`src/rtl/host_link_pkg.sv`:
```
// Shared types and sizing helpers for the host-side mailbox link.
package host_link_pkg;

    typedef enum logic [0:0] {
        RX_COLLECT,
        RX_PUSH
    } rx_state_t;

    typedef enum logic [1:0] {
        TX_IDLE,
        TX_SEND,
        TX_DONE,
        TX_WAIT
    } tx_state_t;

    function automatic int unsigned bpw(input int unsigned data_w);
        return data_w / 8;
    endfunction

    // Byte counters stay at least 1 bit wide so a one-byte word still builds.
    function automatic int unsigned cnt_w(input int unsigned data_w);
        return (data_w / 8 > 1) ? $clog2(data_w / 8) : 1;
    endfunction

endpackage

```
`src/rtl/host_link_ser.sv`:
```
// Host TX serializer: holds the outgoing mailbox word and hands it out LSB byte first.
module host_link_ser
    import host_link_pkg::*;
#(
    parameter int unsigned DATA_W = 32
) (
    input  logic              clk,
    input  logic              rst,
    input  logic              load,
    input  logic [DATA_W-1:0] load_data,
    output logic [7:0]        host_tx_data,
    output logic              host_tx_vld,
    input  logic              host_tx_rdy,
    output logic              last_xfer
);

    localparam int unsigned BPW   = bpw(DATA_W);
    localparam int unsigned CNT_W = cnt_w(DATA_W);

    logic [DATA_W-1:0] shreg;
    logic [CNT_W-1:0]  tx_cnt;
    logic              busy;
    logic              xfer;

    assign host_tx_vld  = busy;
    assign host_tx_data = shreg[7:0];
    assign xfer         = busy && host_tx_rdy;
    assign last_xfer    = xfer && (tx_cnt == CNT_W'(BPW - 1));

    always_ff @(posedge clk) begin
        if (rst) begin
            shreg  <= '0;
            tx_cnt <= '0;
            busy   <= 1'b0;
        end else if (load) begin
            shreg  <= load_data;
            tx_cnt <= '0;
            busy   <= 1'b1;
        end else if (xfer) begin
            shreg <= shreg >> 8;
            if (last_xfer) begin
                tx_cnt <= '0;
                busy   <= 1'b0;
            end else begin
                tx_cnt <= tx_cnt + 1'b1;
            end
        end
    end

endmodule

```
`src/rtl/host_link.sv`:
```
// Host-side mailbox peer: packs host bytes into words for the core and serializes core words to the host.
// Optional partial-word RX timeout is enabled by defining HOST_LINK_TIMEOUT_EN.
module host_link
    import host_link_pkg::*;
#(
    parameter int unsigned DATA_W      = 32,
    parameter int unsigned TIMEOUT_CYC = 1024
) (
    input  logic              clk,
    input  logic              rst,
    input  logic [7:0]        host_rx_data,
    input  logic              host_rx_vld,
    output logic              host_rx_rdy,
    output logic [7:0]        host_tx_data,
    output logic              host_tx_vld,
    input  logic              host_tx_rdy,
    output logic [DATA_W-1:0] mb_rd_data,
    output logic              mb_rd_push,
    input  logic              mb_rd_full,
    input  logic [DATA_W-1:0] mb_wr_data,
    input  logic              mb_wr_req,
    output logic              tx_done,
    output logic              ready,
    output logic              rx_err
);

    localparam int unsigned BPW   = bpw(DATA_W);
    localparam int unsigned CNT_W = cnt_w(DATA_W);

    rx_state_t         rx_state, rx_next;
    tx_state_t         tx_state, tx_next;
    logic [CNT_W-1:0]  rx_cnt;
    logic [DATA_W-1:0] rx_word;
    logic              rx_acc;
    logic              rx_last;
    logic              rx_drop;
    logic              ser_load;
    logic              ser_last;

    assign host_rx_rdy = (rx_state == RX_COLLECT);
    assign rx_acc      = host_rx_rdy && host_rx_vld;
    assign rx_last     = rx_acc && (rx_cnt == CNT_W'(BPW - 1));
    assign mb_rd_push  = (rx_state == RX_PUSH) && !mb_rd_full;
    assign mb_rd_data  = rx_word;
    assign tx_done     = (tx_state == TX_DONE);

    always_comb begin
        rx_next = rx_state;
        case (rx_state)
            RX_COLLECT: if (rx_last) rx_next = RX_PUSH;
            RX_PUSH:    if (!mb_rd_full) rx_next = RX_COLLECT;
            default:    rx_next = RX_COLLECT;
        endcase
    end

    always_ff @(posedge clk) begin
        if (rst) begin
            rx_state <= RX_COLLECT;
            rx_cnt   <= '0;
            rx_word  <= '0;
        end else begin
            rx_state <= rx_next;
            if (rx_acc) begin
                for (int unsigned i = 0; i < BPW; i++) begin
                    if (rx_cnt == CNT_W'(i)) rx_word[8*i +: 8] <= host_rx_data;
                end
                rx_cnt <= rx_last ? '0 : rx_cnt + 1'b1;
            end else if (rx_drop) begin
                rx_cnt <= '0;
            end
        end
    end

`ifdef HOST_LINK_TIMEOUT_EN
    localparam int unsigned TMO_W = $clog2(TIMEOUT_CYC + 1);

    logic [TMO_W-1:0] tmo_cnt;
    logic             rx_err_q;

    // An arriving byte takes priority over a timeout landing on the same cycle.
    assign rx_drop = (rx_state == RX_COLLECT) && !rx_acc && (rx_cnt != '0)
                     && (tmo_cnt == TMO_W'(TIMEOUT_CYC - 1));
    assign rx_err  = rx_err_q;

    always_ff @(posedge clk) begin
        if (rst) begin
            tmo_cnt  <= '0;
            rx_err_q <= 1'b0;
        end else begin
            if (rx_acc || rx_drop || (rx_state != RX_COLLECT) || (rx_cnt == '0)) begin
                tmo_cnt <= '0;
            end else begin
                tmo_cnt <= tmo_cnt + 1'b1;
            end
            if (rx_drop) rx_err_q <= 1'b1;
        end
    end
`else
    logic unused_timeout;

    assign rx_drop        = 1'b0;
    assign rx_err         = 1'b0;
    assign unused_timeout = ^TIMEOUT_CYC;
`endif

    always_comb begin
        tx_next  = tx_state;
        ser_load = 1'b0;
        case (tx_state)
            TX_IDLE: begin
                if (mb_wr_req) begin
                    ser_load = 1'b1;
                    tx_next  = TX_SEND;
                end
            end
            TX_SEND: if (ser_last) tx_next = TX_DONE;
            TX_DONE: tx_next = TX_WAIT;
            TX_WAIT: if (!mb_wr_req) tx_next = TX_IDLE;
            default: tx_next = TX_IDLE;
        endcase
    end

    // ready is registered from the next states so it tracks the current states exactly.
    always_ff @(posedge clk) begin
        if (rst) begin
            tx_state <= TX_IDLE;
            ready    <= 1'b1;
        end else begin
            tx_state <= tx_next;
            ready    <= (rx_next == RX_COLLECT) && (tx_next == TX_IDLE);
        end
    end

    host_link_ser #(
        .DATA_W(DATA_W)
    ) u_ser (
        .clk         (clk),
        .rst         (rst),
        .load        (ser_load),
        .load_data   (mb_wr_data),
        .host_tx_data(host_tx_data),
        .host_tx_vld (host_tx_vld),
        .host_tx_rdy (host_tx_rdy),
        .last_xfer   (ser_last)
    );

endmodule

```
`config.mk`:
```
export PLATFORM = sky130hd
export DESIGN_NAME = host_link
export DESIGN_NICKNAME = d
export VERILOG_FILES = /design/src/rtl/host_link_pkg.sv /design/src/rtl/host_link_ser.sv /design/src/rtl/host_link.sv
export SDC_FILE = /design/constraint.sdc
export NUM_CORES = 1
export LEC_CHECK = 0
export CORE_ASPECT_RATIO = 1.5
export CORE_MARGIN = 2
export CORE_UTILIZATION = 35
export DETAILED_ROUTE_END_ITERATION = 16
export GPL_TIMING_DRIVEN = 0
export PLACE_DENSITY = 0.73
export SETUP_SLACK_MARGIN = 0.02
export SYNTH_ARGS = -nofsm -noshare
export SYNTH_HDL_FRONTEND = slang
export SYNTH_SLANG_ARGS = --single-unit
```
`constraint.sdc`:
```
create_clock -name clk -period 1.8 [get_ports clk]
set_clock_uncertainty 0.15 [all_clocks]
set_input_delay 0.36 -clock clk [delete_from_list [all_inputs] [get_ports clk]]
set_output_delay 0.36 -clock clk [all_outputs]
set_load 0.05 [all_outputs]
```
Word level (Yosys, flattened, before mapping)
Cells that the tools add are included.

cells by class
  add/sub/neg operators = 2
  equal/unequal tests = 7
  mux-type cells = 16
  bitwise gates (word level) = 2
  reduce and logical (&&, ||, !) cells = 18

operators by type and width
  kind                   count
  $mux W32               2
  $eq A2 B2 Y1 const B   5
  $mux W2                5
  $reduce_and A2 Y1      5
  $pmux W2 S4            1
  $mux W1                7
  $logic_and A1 B1 Y1    6
  $logic_not A2 Y1       3
  $add A2 B1 Y2 const B  2
  $eq A2 B1 Y1 const B   2
  $reduce_bool A2 Y1     2
  $not A1 Y1             2
  $pmux W1 S2            1
  $reduce_or A2 Y1       1
  $logic_not A1 Y1       1

storage, ports and cells
  register bits = 73
  input bits = 46
  logic and storage cells = 56

Logic depth before layout (Yosys ltp)
Gate-level depths: netlist of run 1.

  depth after elaboration = 7
  gate-level depth with buffers = 6
  gate-level depth less buffers = 5

Cells and area by module
From an unflattened synthesis of run 1, not the netlist that was laid out.

second synthesis, totals
  cells, all modules = 375
  area total of the unflattened synthesis = 3419.5 um^2

modules (own cells, without submodules)
  module         times used  cells each  area each (um^2)
  host_link_ser  1           194         1900.6
  host_link      1           181         1519.0

Least setup slack after synthesis of run 1
OpenSTA, ideal clock, no wires.

  path kind = register -> output
  start point = register rx_state
  end point = output mb_rd_push
  data arrival time = 1.320 ns
  data required time = 1.290 ns
  setup slack = -0.030 ns
  cell stages (with the launch flop) = 3
  path buffers = 0
  path through = dfxtp_1 > inv_1 > nor2_1

between the ends
  word-level cells in the longest chain between the ends = 1

ends and longest elaborated chain
  item                    line             source
  from (decl)             host_link.sv:30  rx_state_t rx_state, rx_next;
  from (signal assigned)  host_link.sv:62  rx_state <= rx_next;
  $logic_and A1 B1 Y1     host_link.sv:43  assign mb_rd_push = (rx_state == RX_PUSH) && !mb_rd_full;
  to (decl)               host_link.sv:18  output logic mb_rd_push,

No other way between the ends.

Worst setup path in the final report of run 1
  start point = register rx_word[20], in the netlist mb_rd_data[20]
  end point = output mb_rd_data[20]

RTL lines
  item                               line             source
  from (decl)                        host_link.sv:33  logic [DATA_W-1:0] rx_word;
  from (signal, indexed assignment)  host_link.sv:65  if (rx_cnt == CNT_W'(i)) rx_word[8*i +: 8] <= host_rx_data;
  to (decl)                          host_link.sv:17  output logic [DATA_W-1:0] mb_rd_data,

No word-level cell between the ends.

==> results of run 1 <==
==> cell usage after synthesis, types with 2 or more instances <==
cell type  instances
a21oi_1           66
nor3_1             3
buf_4             10
inv_1              5
buf_2             13
a211oi_2          19
clkbuf_1          10
nand2_1           66
nor2b_1            3
nand3b_1           4
a31oi_1            2
dfxtp_1           73
nor2_1            28
nor2_2             4
mux2i_1            4
buf_6              6
a211oi_1           5
nand3_1           41
ha_1               5
==> layer usage <==
metal / vias up / part of all wire / GRT usage
met2: 91 / 0.56 / 0.350
li1: 1493 / - / -
met1: 1341 / 0.36 / 0.182
met3: 12 / 0.058 / 0.0336
met5: - / 0 / 0
met4: 0 / 0.018 / 0.0896
==> power groups by stage <==
stage	combinational [uW]	clock (uW)	sequential, uW
2_1_floorplan	385	0	1890
3_3_place_gp	752	0	1790
3_5_place_dp	763	0	1790
4_1_cts	748	1860	1760
5_1_grt	806	1930	1770
6_report	746	1830	1760
==> cell families after synthesis <==
logic type,count (synthesis),share of synthesized area
adder cells (fa/ha/maj),5,0.0198
other,1,0.00119
AND/OR/NAND/NOR,152,0.215
flip-flops,73,0.462
multiplexers,4,0.0127
AO/OA/AOI/OAI,96,0.204
buffers and inverters,45,0.0847
==> registers in the layout, summed over array words and instances (netlist names) <==
name,cells
mb_rd_data,32
ready,1
rx_cnt,2
rx_state,1
tx_state,2
u_ser.host_tx_vld,1
u_ser.shreg,32
u_ser.tx_cnt,2
==> repair_timing <==
action,CTS,global route
pin swaps,1,4
gates resized for setup,64,16
endpoints found under the setup margin,51,56
gates cloned,0,0
buffers inserted,2,6
==> worst max-delay path by stage <==
stage | start | end | slack, ns | cells past startpoint
floorplan | tx_state[1]$_SDFF_PP0_ | ready$_SDFF_PP1_ | 0.04 | 3
global placement | mb_rd_full | mb_rd_push | -0.38 | 3
detailed placement | mb_rd_full | mb_rd_push | -0.39 | 3
CTS | rx_cnt[0]$_SDFFE_PP0P_ | mb_rd_data[20]$_SDFFE_PP0P_ | 0.02 | 6
global route | mb_rd_data[20]$_SDFFE_PP0P_ | mb_rd_data[20] | 0.03 | 1
finish | mb_rd_data[20]$_SDFFE_PP0P_ | mb_rd_data[20] | 0.07 | 1
==> cell type report <==
type | count | area (sq um)
clock buffer | 12 | 256
clock inverter | 4 | 51.3
inverter | 5 | 18.8
multi-input combinational | 258 | 1440
timing repair buffer | 96 | 872
buffer | 39 | 250
sequential | 73 | 1460
fill | 859 | 4340
tap | 110 | 138
==> through the flow <==
step / setup TNS [ns] / setup slack (ns) / total power [uW] / util
final: 0 / 0.0657 / 4340 / 0.508
after global routing: 0 / 0.0288 / 4510 / 0.508
after CTS: 0 / 0.0229 / 4360 / 0.506
after detailed placement: -10.74 / -0.392 / 2560 / 0.474
after global placement: -9.93 / -0.381 / 2540 / 0.474
after floorplan: 0 / 0.0358 / 2280 / -
==> summary.md, run 1 <==
| Metric | Value |
|---|---|
| Initial core utilization | 0.358 |
| Core ar. | 8830 sq um |
| H-tree levels | 3 |
| Pwr Density | 966 nW/um^2 |
| Hold-critical path endpoint | mb_rd_data[12]$_SDFFE_PP0P_ |
| Fraction of registers with async set/reset | 0 |
| GRT overflow | 0 |
| Buf/Inv on CP | 1 |
| Via count | 2937 |
| Clock Power Share | 0.422 |
| Setup crit start kind | register |
| Sequential power share | 0.406 |
| Final Hold Viols | 0 |
| Register bit total from synthesis | 73 |
| Vias per std cell | 4.92 |
| Port Buf Inserts | 88 |
| Num CTS Buffers | 9 |
| Max Cap Viol | 0 |
| Routed WL per cell | 14.5 microns |
| Initial antenna violation count | 0 |
| Die H | 120 microns |
| Slowest cell on crit path | dlygate4sd2_1 |
| DP Wirelength | 6370 microns |
| Synth Area per Inst | 8.41 sq um |
| Final nets | 533 |
| Routed wire length | 8640 microns |
| Main synth FF type | dfxtp_1 |
| # diodes | 0 |
| CTS Hold Bufs | 0 |
| Critical path cell sequence | dlygate4sd2_1 |
| Final ANT Viol Nets | 0 |
| Int Power | 3150 uW |
| Minimum clock period | 1.73 ns |
| Gate Count Post-Synth | 376 |
| Worst Tran Pin Value | 0.722 ns |
| Worst-path clk slew | 0.05 ns |
| Most frequent cells in the layout | dfxtp_1, nand2_1, a21oi_1 |
| CTS tree | done |
| Remaining DRCs | 0 |
| P_sw | 1180 uW |
| Mapped Area | 3160 sq um |
| Min-Delay Startpoint | mb_rd_data[12]$_SDFFE_PP0P_ |
| Share of cells above drive strength 1 | 0.185 |
| CTS Sinks | 73 |
| Most area-consuming cells after synthesis | dfxtp_1, a21oi_1, nand2_1 |
| Status | completed |
| Sw frac | 0.273 |
| Setup CP Type | register to output port |
| Slew HR | 0.519 |
| Reg2reg path depth | 7 |
| Comb pwr share | 0.172 |
| Top Family by Delay on Critical Path | buffers and inverters |
| Vias in the first global route | 2851 |
| Synth area leader | dfxtp_1 |
| Unique cell type count in the Yosys netlist | 28 |
| Hold depth | 2 |
| Fmax | 577 MHz |
| Final slew viol count | 0 |
| Final non-filler cell total | 597 |
| Worst skew pair latency | 0.34 ns |
| Final period util | 0.963 |
| Crit. End Element | output port |
| Drt first pass iters | 6 |
| Area grow syn2layout | 41.9% |
| Max VDD drop | 0.559 mV |
| Max FO, Critical Path | 2 |
| Final Instance Area | 4490 sq um |
| Pleak | 0.00182 uW |
| Worst hold slack | 0.300 ns |
| RD Place Congestion | 0.814 |
| 1st-iter DRT viols | 93 |
| I/O pin count | 92 |
| CTS max path bufs | 2 |
| Placed cell count | 574 |
| Post-synth top area share | 0.462 |
| Crit path arrival time | 1.22 ns |
| Ys Warns | 0 |
| Die W | 81.6 microns |
| Sequential fraction of the synthesis area | 0.462 |
| Unrepaired setup endpoints after global routing | false |
| Setup violators final | 0 |
| Root buf cell | clkbuf_16 |
| EDFF count, synth | 0 |
| Row Count | 42 |
| Gr usage total | 0.183 |
| Synth Net Count | 427 |
| First-pass GRT wire length | 13500 microns |
| Die ar. | 9830 sq um |
| Largest net degree at the start of global routing | 13 |
| Commonest non-fill, non-tap cell in the layout | dfxtp_1 |
| Worst R2R Setup Slack | 0.17 ns |
| Hold Crit Class | register to register |
| Crit path largest cell delay | 0.54 ns |
| Placed instance area | 4180 sq um |
| Reg-to-Reg End | mb_rd_data[1]$_SDFFE_PP0P_ |
| R2R Path Start | rx_cnt[0]$_SDFFE_PP0P_ |
| CP required | 1.29 ns |
Power figures use the tool's default switching activity.
==> run 2, diff against run 1 <==
SLEW_MARGIN = 20   (was unset)
==> results of run 2 <==
Final layout, timing and power as in run 1 (identical DEF).
